File: config.mk
export PLATFORM = sky130hd
export DESIGN_NAME = slos_gen_multi_flat
export DESIGN_NICKNAME = d
export VERILOG_FILES = /design/src/rtl/slos_gen_multi_if.sv /design/src/rtl/slos_gen_multi.sv /design/src/flat_wrapper.sv
export SDC_FILE = /design/constraint.sdc
export NUM_CORES = 1
export LEC_CHECK = 0
export CAP_MARGIN = 10
export CORE_ASPECT_RATIO = 1.4
export CORE_MARGIN = 4
export CORE_UTILIZATION = 25
export DETAILED_ROUTE_END_ITERATION = 8
export SETUP_SLACK_MARGIN = 0.2
export SLEW_MARGIN = 20
export SYNTH_ARGS = -nofsm -noshare
export SYNTH_HDL_FRONTEND = slang
export SYNTH_SLANG_ARGS = --single-unit
export TNS_END_PERCENT = 50
File: constraint.sdc
create_clock -name clk -period 2.2 [get_ports clk]
set_input_delay 0.44 -clock clk [delete_from_list [all_inputs] [get_ports clk]]
set_output_delay 0.44 -clock clk [all_outputs]
set_load 0.02 [all_outputs]
File: src/rtl/slos_gen_multi_if.sv
//------------------------------------------------------------------------------
// Module      : slos_gen_multi_if
// Description : Control/status bundle for the multi-lane SLOS set generator.
// Revision    : 1.0 - initial release
//------------------------------------------------------------------------------
`timescale 1ns/1ps
`default_nettype none

interface slos_gen_multi_if #(
  parameter int LANES = 2
);
  logic             start;
  logic [15:0]      num_sets;
  logic             slos_sel;
  logic             stop;
  logic [LANES-1:0] data_out;
  logic             valid;
  logic             busy;
  logic             set_done;
  logic             done;
  logic [15:0]      set_cnt;

  modport master (
    output start, num_sets, slos_sel, stop,
    input  data_out, valid, busy, set_done, done, set_cnt
  );

  modport slave (
    input  start, num_sets, slos_sel, stop,
    output data_out, valid, busy, set_done, done, set_cnt
  );
endinterface

`default_nettype wire

File: src/rtl/slos_gen_multi.sv
//------------------------------------------------------------------------------
// Module      : slos_gen_multi
// Description : LFSR-based SLOS1/SLOS2 set generator driving LANES serial lanes.
//               Optional macro SLOS_GEN_CNT_EN exposes the completed-set count.
// Revision    : 1.0 - initial release
//------------------------------------------------------------------------------
`timescale 1ns/1ps
`default_nettype none

module slos_gen_multi #(
  parameter int                      LANES  = 2,
  parameter int                      LFSR_W = 11,
  parameter int                      TAP    = 9,
  parameter logic [LANES*LFSR_W-1:0] SEEDS  = {11'h0a3, 11'h400}
) (
  input wire logic        clk,
  input wire logic        reset,
  slos_gen_multi_if.slave bus
);

  localparam logic [LFSR_W-1:0] C_LAST_BIT = '1;

  typedef enum logic [0:0] {
    IDLE = 1'b0,
    SEND = 1'b1
  } state_t;

  state_t           r_state;
  logic [LFSR_W-1:0] r_bit_idx;
  logic [15:0]      r_num_sets;
  logic [15:0]      r_sets;
  logic             r_sel;
  logic             r_stop;
  logic             r_last;
  logic [LANES-1:0] r_data;
  logic             r_valid;
  logic             r_set_done;
  logic             r_done;

  logic             w_advance;
  logic             w_set_end;
  logic             w_final;
  logic [LANES-1:0] w_lane_bit;

  // r_last marks the drain cycle that holds the final bit before IDLE
  assign w_advance = (r_state == SEND) && !r_last;
  assign w_set_end = (r_bit_idx == C_LAST_BIT);
  assign w_final   = w_set_end &&
                     (r_stop || bus.stop ||
                      ((r_num_sets != 16'd0) && ((r_sets + 16'd1) == r_num_sets)));

  for (genvar gi = 0; gi < LANES; gi++) begin : g_lane
    localparam logic [LFSR_W-1:0] C_SEED = SEEDS[gi*LFSR_W +: LFSR_W];
    logic [LFSR_W-1:0] r_lfsr;

    always_ff @(posedge clk or negedge reset) begin
      if (!reset) begin
        r_lfsr <= C_SEED;
      end else if (w_advance) begin
        if (w_set_end) begin
          r_lfsr <= C_SEED;
        end else begin
          r_lfsr <= {r_lfsr[LFSR_W-2:0], r_lfsr[LFSR_W-1] ^ r_lfsr[TAP-1]};
        end
      end
    end

    assign w_lane_bit[gi] = r_lfsr[0] ^ r_sel;
  end

  always_ff @(posedge clk or negedge reset) begin
    if (!reset) begin
      r_state    <= IDLE;
      r_bit_idx  <= '0;
      r_num_sets <= 16'd0;
      r_sets     <= 16'd0;
      r_sel      <= 1'b0;
      r_stop     <= 1'b0;
      r_last     <= 1'b0;
      r_data     <= '0;
      r_valid    <= 1'b0;
      r_set_done <= 1'b0;
      r_done     <= 1'b0;
    end else begin
      case (r_state)
        IDLE: begin
          r_data     <= '0;
          r_valid    <= 1'b0;
          r_set_done <= 1'b0;
          r_done     <= 1'b0;
          if (bus.start) begin
            r_state    <= SEND;
            r_bit_idx  <= '0;
            r_num_sets <= bus.num_sets;
            r_sel      <= bus.slos_sel;
            r_stop     <= bus.stop;
            r_sets     <= 16'd0;
            r_last     <= 1'b0;
          end
        end
        SEND: begin
          if (r_last) begin
            r_state    <= IDLE;
            r_last     <= 1'b0;
            r_stop     <= 1'b0;
            r_data     <= '0;
            r_valid    <= 1'b0;
            r_set_done <= 1'b0;
            r_done     <= 1'b0;
          end else begin
            r_data     <= w_lane_bit;
            r_valid    <= 1'b1;
            r_set_done <= w_set_end;
            r_done     <= w_final;
            r_bit_idx  <= r_bit_idx + 1'b1;
            if (bus.stop) begin
              r_stop <= 1'b1;
            end
            // counter wraps freely; only a nonzero num_sets compares against it
            if (w_set_end) begin
              r_sets <= r_sets + 16'd1;
              r_last <= w_final;
            end
          end
        end
        default: r_state <= IDLE;
      endcase
    end
  end

  assign bus.data_out = r_data;
  assign bus.valid    = r_valid;
  assign bus.busy     = (r_state != IDLE);
  assign bus.set_done = r_set_done;
  assign bus.done     = r_done;

`ifdef SLOS_GEN_CNT_EN
  assign bus.set_cnt = r_sets;
`else
  assign bus.set_cnt = 16'd0;
`endif

endmodule

`default_nettype wire

File: src/flat_wrapper.sv
// flat-port wrapper written by rule: the top's interface ports become plain ports
module slos_gen_multi_flat 
#(
  parameter int                      LANES  = 2,
  parameter int                      LFSR_W = 11,
  parameter int                      TAP    = 9,
  parameter logic [LANES*LFSR_W-1:0] SEEDS  = {11'h0a3, 11'h400}
)
  (clk, reset, bus_start, bus_num_sets, bus_slos_sel, bus_stop, bus_data_out, bus_valid, bus_busy, bus_set_done, bus_done, bus_set_cnt);
  slos_gen_multi_if #(.LANES(LANES)) bus_i ();
  input wire logic clk;
  input wire logic reset;
  input wire logic [$bits(bus_i.start)-1:0] bus_start;
  input wire logic [$bits(bus_i.num_sets)-1:0] bus_num_sets;
  input wire logic [$bits(bus_i.slos_sel)-1:0] bus_slos_sel;
  input wire logic [$bits(bus_i.stop)-1:0] bus_stop;
  output wire logic [$bits(bus_i.data_out)-1:0] bus_data_out;
  output wire logic [$bits(bus_i.valid)-1:0] bus_valid;
  output wire logic [$bits(bus_i.busy)-1:0] bus_busy;
  output wire logic [$bits(bus_i.set_done)-1:0] bus_set_done;
  output wire logic [$bits(bus_i.done)-1:0] bus_done;
  output wire logic [$bits(bus_i.set_cnt)-1:0] bus_set_cnt;
  assign bus_i.start = bus_start;
  assign bus_i.num_sets = bus_num_sets;
  assign bus_i.slos_sel = bus_slos_sel;
  assign bus_i.stop = bus_stop;
  assign bus_data_out = bus_i.data_out;
  assign bus_valid = bus_i.valid;
  assign bus_busy = bus_i.busy;
  assign bus_set_done = bus_i.set_done;
  assign bus_done = bus_i.done;
  assign bus_set_cnt = bus_i.set_cnt;
  slos_gen_multi #(.LANES(LANES), .LFSR_W(LFSR_W), .TAP(TAP), .SEEDS(SEEDS)) u_core (.clk(clk), .reset(reset), .bus(bus_i));
endmodule
==> run_results.csv, run 1 <==
group,metric,value,unit
run_status,status,"complete, no violations",
worst_setup_path,cp.required,1.76,ns
timing,tightest_slew,0.5340,ns
routing,vias_per_cell,4.680,
floorplan,rows,52,
clock_tree,cts.sink_count,74,
routing,drt_iter0_markers,179,
logic_synthesis,synthArstFlopShare,100.0,%
clock_tree,cts_tree,"built",
routing,route.detailed.drc,0,
clock_tree,clk_latency,0.34,ns
timing,finalWorstSetupSlack,0.3037,ns
logic_synthesis,yosysWarnings,0,
routing,wl_met3,463,µm
clock_tree,h-tree-depth,3,
worst_setup_path,critical_path_class,"register to output pin",
worst_setup_path,endpoint_kind,"output pin",
final_layout,nNetsFinal,457,
power_and_ir_drop,peakVddDrop,0.4014,mV
timing,period_share,86.20,%
clock_tree,cts_made_buffers,9,
logic_synthesis,synth_seq_cells,74,
worst_setup_path,cp.arrival,1.46,ns
timing,slew_viol_final,0,
worst_setup_path,cp_cell_sequence,"buf_4 -> clkdlybuf4s50_1",
run,drv_cap,0,
logic_synthesis,ys_seq_area_share,50.32,%
grt,grt_use_total,10.88,%
timing,timing.setup.tns,0,ns
floorplan,die_y,151.8,µm
worst_setup_path,r2r_cells,6,
floorplan,core_area,0.01444,mm²
worst_setup_path,crit_slowest_cell,"clkdlybuf4s50_1",
final_layout,drive_gt1_share,16.40,%
place,place_inst,602,
timing,min_period,1.896,ns
final_layout,synthToLayoutAreaGrowth,27.35,%
final_layout,fill_cells,1477,
final_layout,antenna_cells_inserted,0,
routing,antenna_left,0,
worst_hold_path,hp-class,"primary input to asynchronous set/reset pin",
logic_synthesis,yosys.area.top_type_share,46.76,%
clock_tree,root_buffer,"clkbuf_16",
timing,hold_viol_final,0,
place,place.gp.congestion,0.8470,
logic_synthesis,synth_area_per_cell,9.492,µm²
grt,grt-ovfl-total,0,
timing,finClkSkew,0.005829,ns
worst_setup_path,startpoint,"u_core.bus.busy",
routing,routed_wirelength,8.840,mm
routing,dr_total_vias,2939,
logic_synthesis,synth_area_leader_cell,"dfrtp_1",
routing,wl_per_cell,14.08,µm
place,dpl.hpwl,5.970,mm
worst_setup_path,critPathCapture,"bus_busy",
logic_synthesis,synthTopCellsByArea,"dfrtp_1 (47%), nand2_1 (7.5%), a22o_1 (4.0%)",
floorplan,initial_utilization,25.56,%
routing,drt-met1-wl,3.506,mm
place,dp_worst_setup_slack,-0.07324,ns
worst_setup_path,worstReg2RegStart,"u_core.r_sets[8]",
timing,timing.hold.ws,0.05136,ns
grt,grt_pass1_wl,14.69,mm
logic_synthesis,synth_cells,389,
grt,grt_pass1_vias,2972,
clock_tree,clk_pin_slew,0.06,ns
worst_setup_path,crit_path_start_kind,"register",
final_layout,final_cell_mix,"nand2_1 (74), dfrtp_1 (63), nor2_1 (31), o21ai_0 (26)",
clock_tree,cts_buffer_depth,2,
logic_synthesis,ys_types,46,
worst_setup_path,critPathMaxFanout,6,
timing,max_freq,0.5273,GHz
final_layout,fin_util,32.55,%
worst_setup_path,reg2reg_slack,0.31,ns
clock_tree,postCtsHoldBufs,0,
timing,rsz0062_at_grt,"no",
final_layout,final_common_cell,"nand2_1",
power_and_ir_drop,p_per_area,1083,mW/mm²
logic_synthesis,synth-main-ff-cell,"dfrtp_1",
worst_setup_path,slowest_delay,0.61,ns
routing,wl_met2,4.678,mm
timing,setup_violations,0,
final_layout,final_cells,628,
logic_synthesis,synth_edf_count,0,
logic_synthesis,mappedNetlistArea,0.003692,mm²
grt,grt_max_degree,57,
routing,highest-signal-layer,"met4",
worst_setup_path,timing.rr.end,"u_core.bus.done",
floorplan,die_x,110.7,µm
place,port_buffers,26,
routing,drtPass1Iterations,4,
floorplan,die_area,0.01681,mm²
power_and_ir_drop,leakage,2.091,nW
grt,grt_antenna_before_repair,0,
floorplan,io_pins,43,
timing,max-slew-margin-rel,64.07,%
[layout make-up]
cell class | instances | area (µm²) | share of cell area [%]
sequential | 74 | 1866 | 39.68
multi-input combinational | 290 | 1792 | 38.11
timing repair buffer | 52 | 462.9 | 9.846
tap | 189 | 236.5 | 5.029
clock buffer | 10 | 229.0 | 4.870
clock inverter | 6 | 90.09 | 1.916
inverter | 7 | 26.28 | 0.5588
[power breakdown]
group	switching (mW)	internal, mW
combinational	0.625	0.682
sequential	0.378	1.83
clock	0.583	0.997
total	1.59	3.50
[cells in the mapped netlist, types with 2 or more instances]
master,n
a21oi_1,7
a22o_1,17
a31oi_1,2
and2_1,2
buf_1,2
buf_2,3
buf_4,16
clkbuf_1,11
dfrtp_1,69
dfstp_2,5
ha_1,2
inv_1,7
mux2i_1,3
nand2_1,74
nand2b_1,7
nand3_1,10
nand3b_1,3
nand4_1,8
nor2_1,33
nor2b_1,7
nor3_1,6
nor4_1,7
o211ai_1,2
o21ai_0,27
o22a_1,4
o31ai_1,10
xnor2_1,16
xor2_1,11
[stage by stage]
step / area (µm²) / total power, mW
after floorplan: 3749 / 3.002
after global placement: 4187 / 3.356
after detailed placement: 4187 / 3.408
after CTS: 4531 / 5.011
after global routing: 4702 / 5.421
final: 4702 / 5.090
[worst min path at each step]
stage / startpoint / end / slack [ns]
after floorplan: reset / u_core.bus.busy / 0.14
after global placement: reset / u_core.r_num_sets[2] / 0.42
after detailed placement: reset / u_core.r_num_sets[2] / 0.42
after CTS: reset / u_core.r_num_sets[2] / 0.06
after global routing: reset / u_core.r_sets[4] / 0.08
final: reset / u_core.r_num_sets[2] / 0.05
[logic make-up after synthesis]
family | after synthesis | synth area share, %
xor+xnor | 28 | 7.048
simple gates | 166 | 21.42
fa+ha+maj | 2 | 0.6776
flops | 74 | 50.32
mux | 3 | 0.8133
compound gates | 75 | 13.79
buf+inv | 40 | 5.829
other cells | 1 | 0.1016
[sequential cells by signal, summed over array words and instances, names as in the netlist, 2 cells and up]
register / count
u_core.g_lane.r_lfsr: 22
u_core.r_bit_idx: 11
u_core.r_num_sets: 16
u_core.bus.data_out: 2
u_core.r_sets: 16
[layer usage]
metal	vias up	global-route usage, %
li1	1398	-
met3	17	2.900
met4	0	4.991
met2	71	19.35
met1	1453	12.20
met5	-	0
[what timing repair did]
action	CTS	global route
resized for setup	7	21
setup buffers	0	10
pin swaps	0	9
setup endpoints to repair	12	9
[critical path: cells and delay by family, from the launching register on]
kind     cells  cell delay (ns)
buf+inv      2             0.76
flops        1             0.35
No activity file was read; power rests on OpenSTA's default activity.
==> run 2, diff against run 1 <==
--- a/config.mk
+++ b/config.mk
@@ -10,6 +10,7 @@
 export CORE_MARGIN = 4
 export CORE_UTILIZATION = 25
 export DETAILED_ROUTE_END_ITERATION = 8
+export PLACE_DENSITY_LB_ADDON = 0.25
 export SETUP_SLACK_MARGIN = 0.2
 export SLEW_MARGIN = 20
 export SYNTH_ARGS = -nofsm -noshare
==> constraint.sdc (replaced) <==
create_clock -name clk -period 2.2 [get_ports clk]
set_input_delay 0.22 -clock clk [delete_from_list [all_inputs] [get_ports clk]]
set_output_delay 0.22 -clock clk [all_outputs]
set_load 0.02 [all_outputs]
==> run 2 against run 1 <==
Die area unchanged. Combinational power about the same. Cell count up 0.16%. Fmax down 0.79%. Clock power down 14%. Sequential power about the same. Critical path depth up 5. Highest routed layer unchanged. Critical endpoint is now u_core.bus.done. Non-clock buffer count up 1. Sequential share of layout area up 0.32 points. First-iteration DRC count up 2.2%.
==> run_results.csv, run 2 (same netlist as run 1, synthesis figures left out) <==
group,metric,value,unit
routing,dr_total_vias,2902,
routing,routed_wirelength,8.983,mm
place,place_inst,601,
final_layout,top_register,"u_core.g_lane.r_lfsr",
worst_setup_path,crit_slowest_cell,"dfrtp_2",
worst_setup_path,critical_path_class,"register to register",
place,postPlaceCellArea,0.004182,mm²
floorplan,io_pins,43,
routing,drt_iter0_markers,183,
routing,antenna_left,0,
grt,grt_max_degree,62,
routing,vias_per_cell,4.614,
final_layout,fin_util,32.35,%
final_layout,final_cell_mix,"nand2_1 (74), dfrtp_1 (60), nor2_1 (31), o21ai_0 (26)",
worst_setup_path,endpoint_kind,"register",
worst_setup_path,cp.required,2.45,ns
worst_setup_path,crit_buf_inv,1,
worst_setup_path,r2r_cells,7,
routing,drtPass1Iterations,4,
grt,grt_pass1_vias,2967,
worst_setup_path,worstReg2RegStart,"u_core.r_sets[10]",
final_layout,reg_top3,"u_core.g_lane.r_lfsr x22, u_core.r_num_sets x16, u_core.r_sets x16",
timing,rsz0062_at_grt,"no",
floorplan,initial_utilization,25.56,%
floorplan,core_area,0.01444,mm²
timing,min_period,1.911,ns
timing,finClkSkew,0.006834,ns
run,drv_cap,0,
clock_tree,cts_buffer_depth,2,
run_status,status,"complete, no violations",
timing,hold_viol_final,0,
final_layout,multiInputGateArea,0.001789,mm²
final_layout,final_cells,629,
clock_tree,h-tree-depth,3,
clock_tree,cts.sink_count,74,
power_and_ir_drop,p_per_area,1035,mW/mm²
worst_hold_path,hp-class,"primary input to asynchronous set/reset pin",
routing,wl_per_cell,14.28,µm
final_layout,final_common_cell,"nand2_1",
worst_setup_path,path_delay_family,"simple AND/OR/NAND/NOR gates",
worst_setup_path,crit_path_start_kind,"register",
clock_tree,cts_made_buffers,9,
worst_setup_path,startpoint,"u_core.r_sets[10]",
final_layout,nNetsFinal,458,
final_layout,drive_gt1_share,16.82,%
floorplan,die_x,110.7,µm
worst_setup_path,critPathMaxFanout,5,
worst_setup_path,timing.rr.end,"u_core.bus.done",
grt,grt_antenna_before_repair,0,
worst_setup_path,slowest_delay,0.41,ns
clock_tree,cts_tree,"built",
grt,grt_use_total,10.93,%
grt,grt-ovfl-total,0,
worst_setup_path,cp_cell_sequence,"buf_4 -> nand3_1 -> nor4_4 -> xnor2_1 -> a2111oi_2 -> nand4_1 -> o21ai_0",
floorplan,die_area,0.01681,mm²
routing,route.detailed.drc,0,
clock_tree,clk_latency,0.33,ns
worst_setup_path,cp.arrival,2.16,ns
final_layout,area.sequential,0.001869,mm²
power_and_ir_drop,peakVddDrop,0.5625,mV
timing,tightest_slew,0.6639,ns
timing,max-slew-margin-rel,55.33,%
place,place.gp.congestion,0.8847,
clock_tree,root_buffer,"clkbuf_16",
power_and_ir_drop,leakage,2.056,nW
place,port_buffers,26,
worst_setup_path,reg2reg_slack,0.29,ns
timing,period_share,86.88,%
final_layout,largest_reg_flops,22,
final_layout,fill_cells,1514,
final_layout,synthToLayoutAreaGrowth,26.57,%
floorplan,rows,52,
timing,timing.hold.ws,0.2680,ns
timing,setup_violations,0,
timing,slew_viol_final,0,
clock_tree,clk_pin_slew,0.06,ns
timing,max_freq,0.5232,GHz
final_layout,antenna_cells_inserted,0,
grt,grt_pass1_wl,14.78,mm
floorplan,die_y,151.8,µm
place,dpl.hpwl,6.271,mm
final_layout,design_area,0.004673,mm²
## run 2: cell types whose count changed in the layout (fill, tap and decap cells not counted), sizes merged
cell         before  now
clkinv            2    1
clkinvlp          1    4
dlygate4sd3       0    1
bufinv            2    0
## run 2: power by group
part	switching (mW)	internal, mW
Combinational	0.624	0.654
Sequential	0.381	1.82
Clock	0.590	0.765
## run 2: how the worst max path moves through the flow
stage	cells after the start	slack (ns)	endpoint
finish	7	0.29	u_core.bus.done
global route	6	0.19	u_core.bus.done
CTS	9	0.16	u_core.bus.done
detailed placement	7	-0.13	u_core.bus.done
global placement	7	-0.16	u_core.bus.done
floorplan	7	0.23	u_core.bus.done
## run 2: worst register-to-register path, stage by stage, from the launching register on
cell	delay (ns)
dfrtp_2	0.41
buf_4	0.15
nand3_1	0.12
nor4_4	0.32
xnor2_1	0.13
a2111oi_2	0.40
nand4_1	0.19
o21ai_0	0.11
## run 2: layout make-up
class	count	share of cell area (%)
Tap cell	189	5.060
Clock inverter	6	0.9371
Sequential cell	74	40.00
Multi-Input combinational cell	290	38.29
Clock buffer	10	4.900
Timing Repair Buffer	53	10.25
Inverter	7	0.5622
## run 2: timing repair
item	4_1_cts	5_1_grt
hold endpoints to repair	13	0
endpoints found under the setup margin	13	6
setup buffers	0	11
pin swaps	0	11
resized for setup	13	18
hold buffers	1	0
## run 2: per-layer routing
metal	global-route usage [%]	part of all wire, %	vias up
met1	12.12	41	1414
met5	0	0	-
li1	-	-	1405
met4	6.654	3.1	0
met3	1.947	3.5	16
met2	19.56	53	67
## run 2: stage by stage
step | setup slack, ns | power (mW) | TNS (ns)
after floorplan | 0.2252 | 3.002 | 0
after global placement | -0.1624 | 3.377 | -0.2828
after detailed placement | -0.1335 | 3.409 | -0.2186
after CTS | 0.1639 | 4.790 | 0
after global routing | 0.1909 | 5.131 | 0
final | 0.2886 | 4.835 | 0
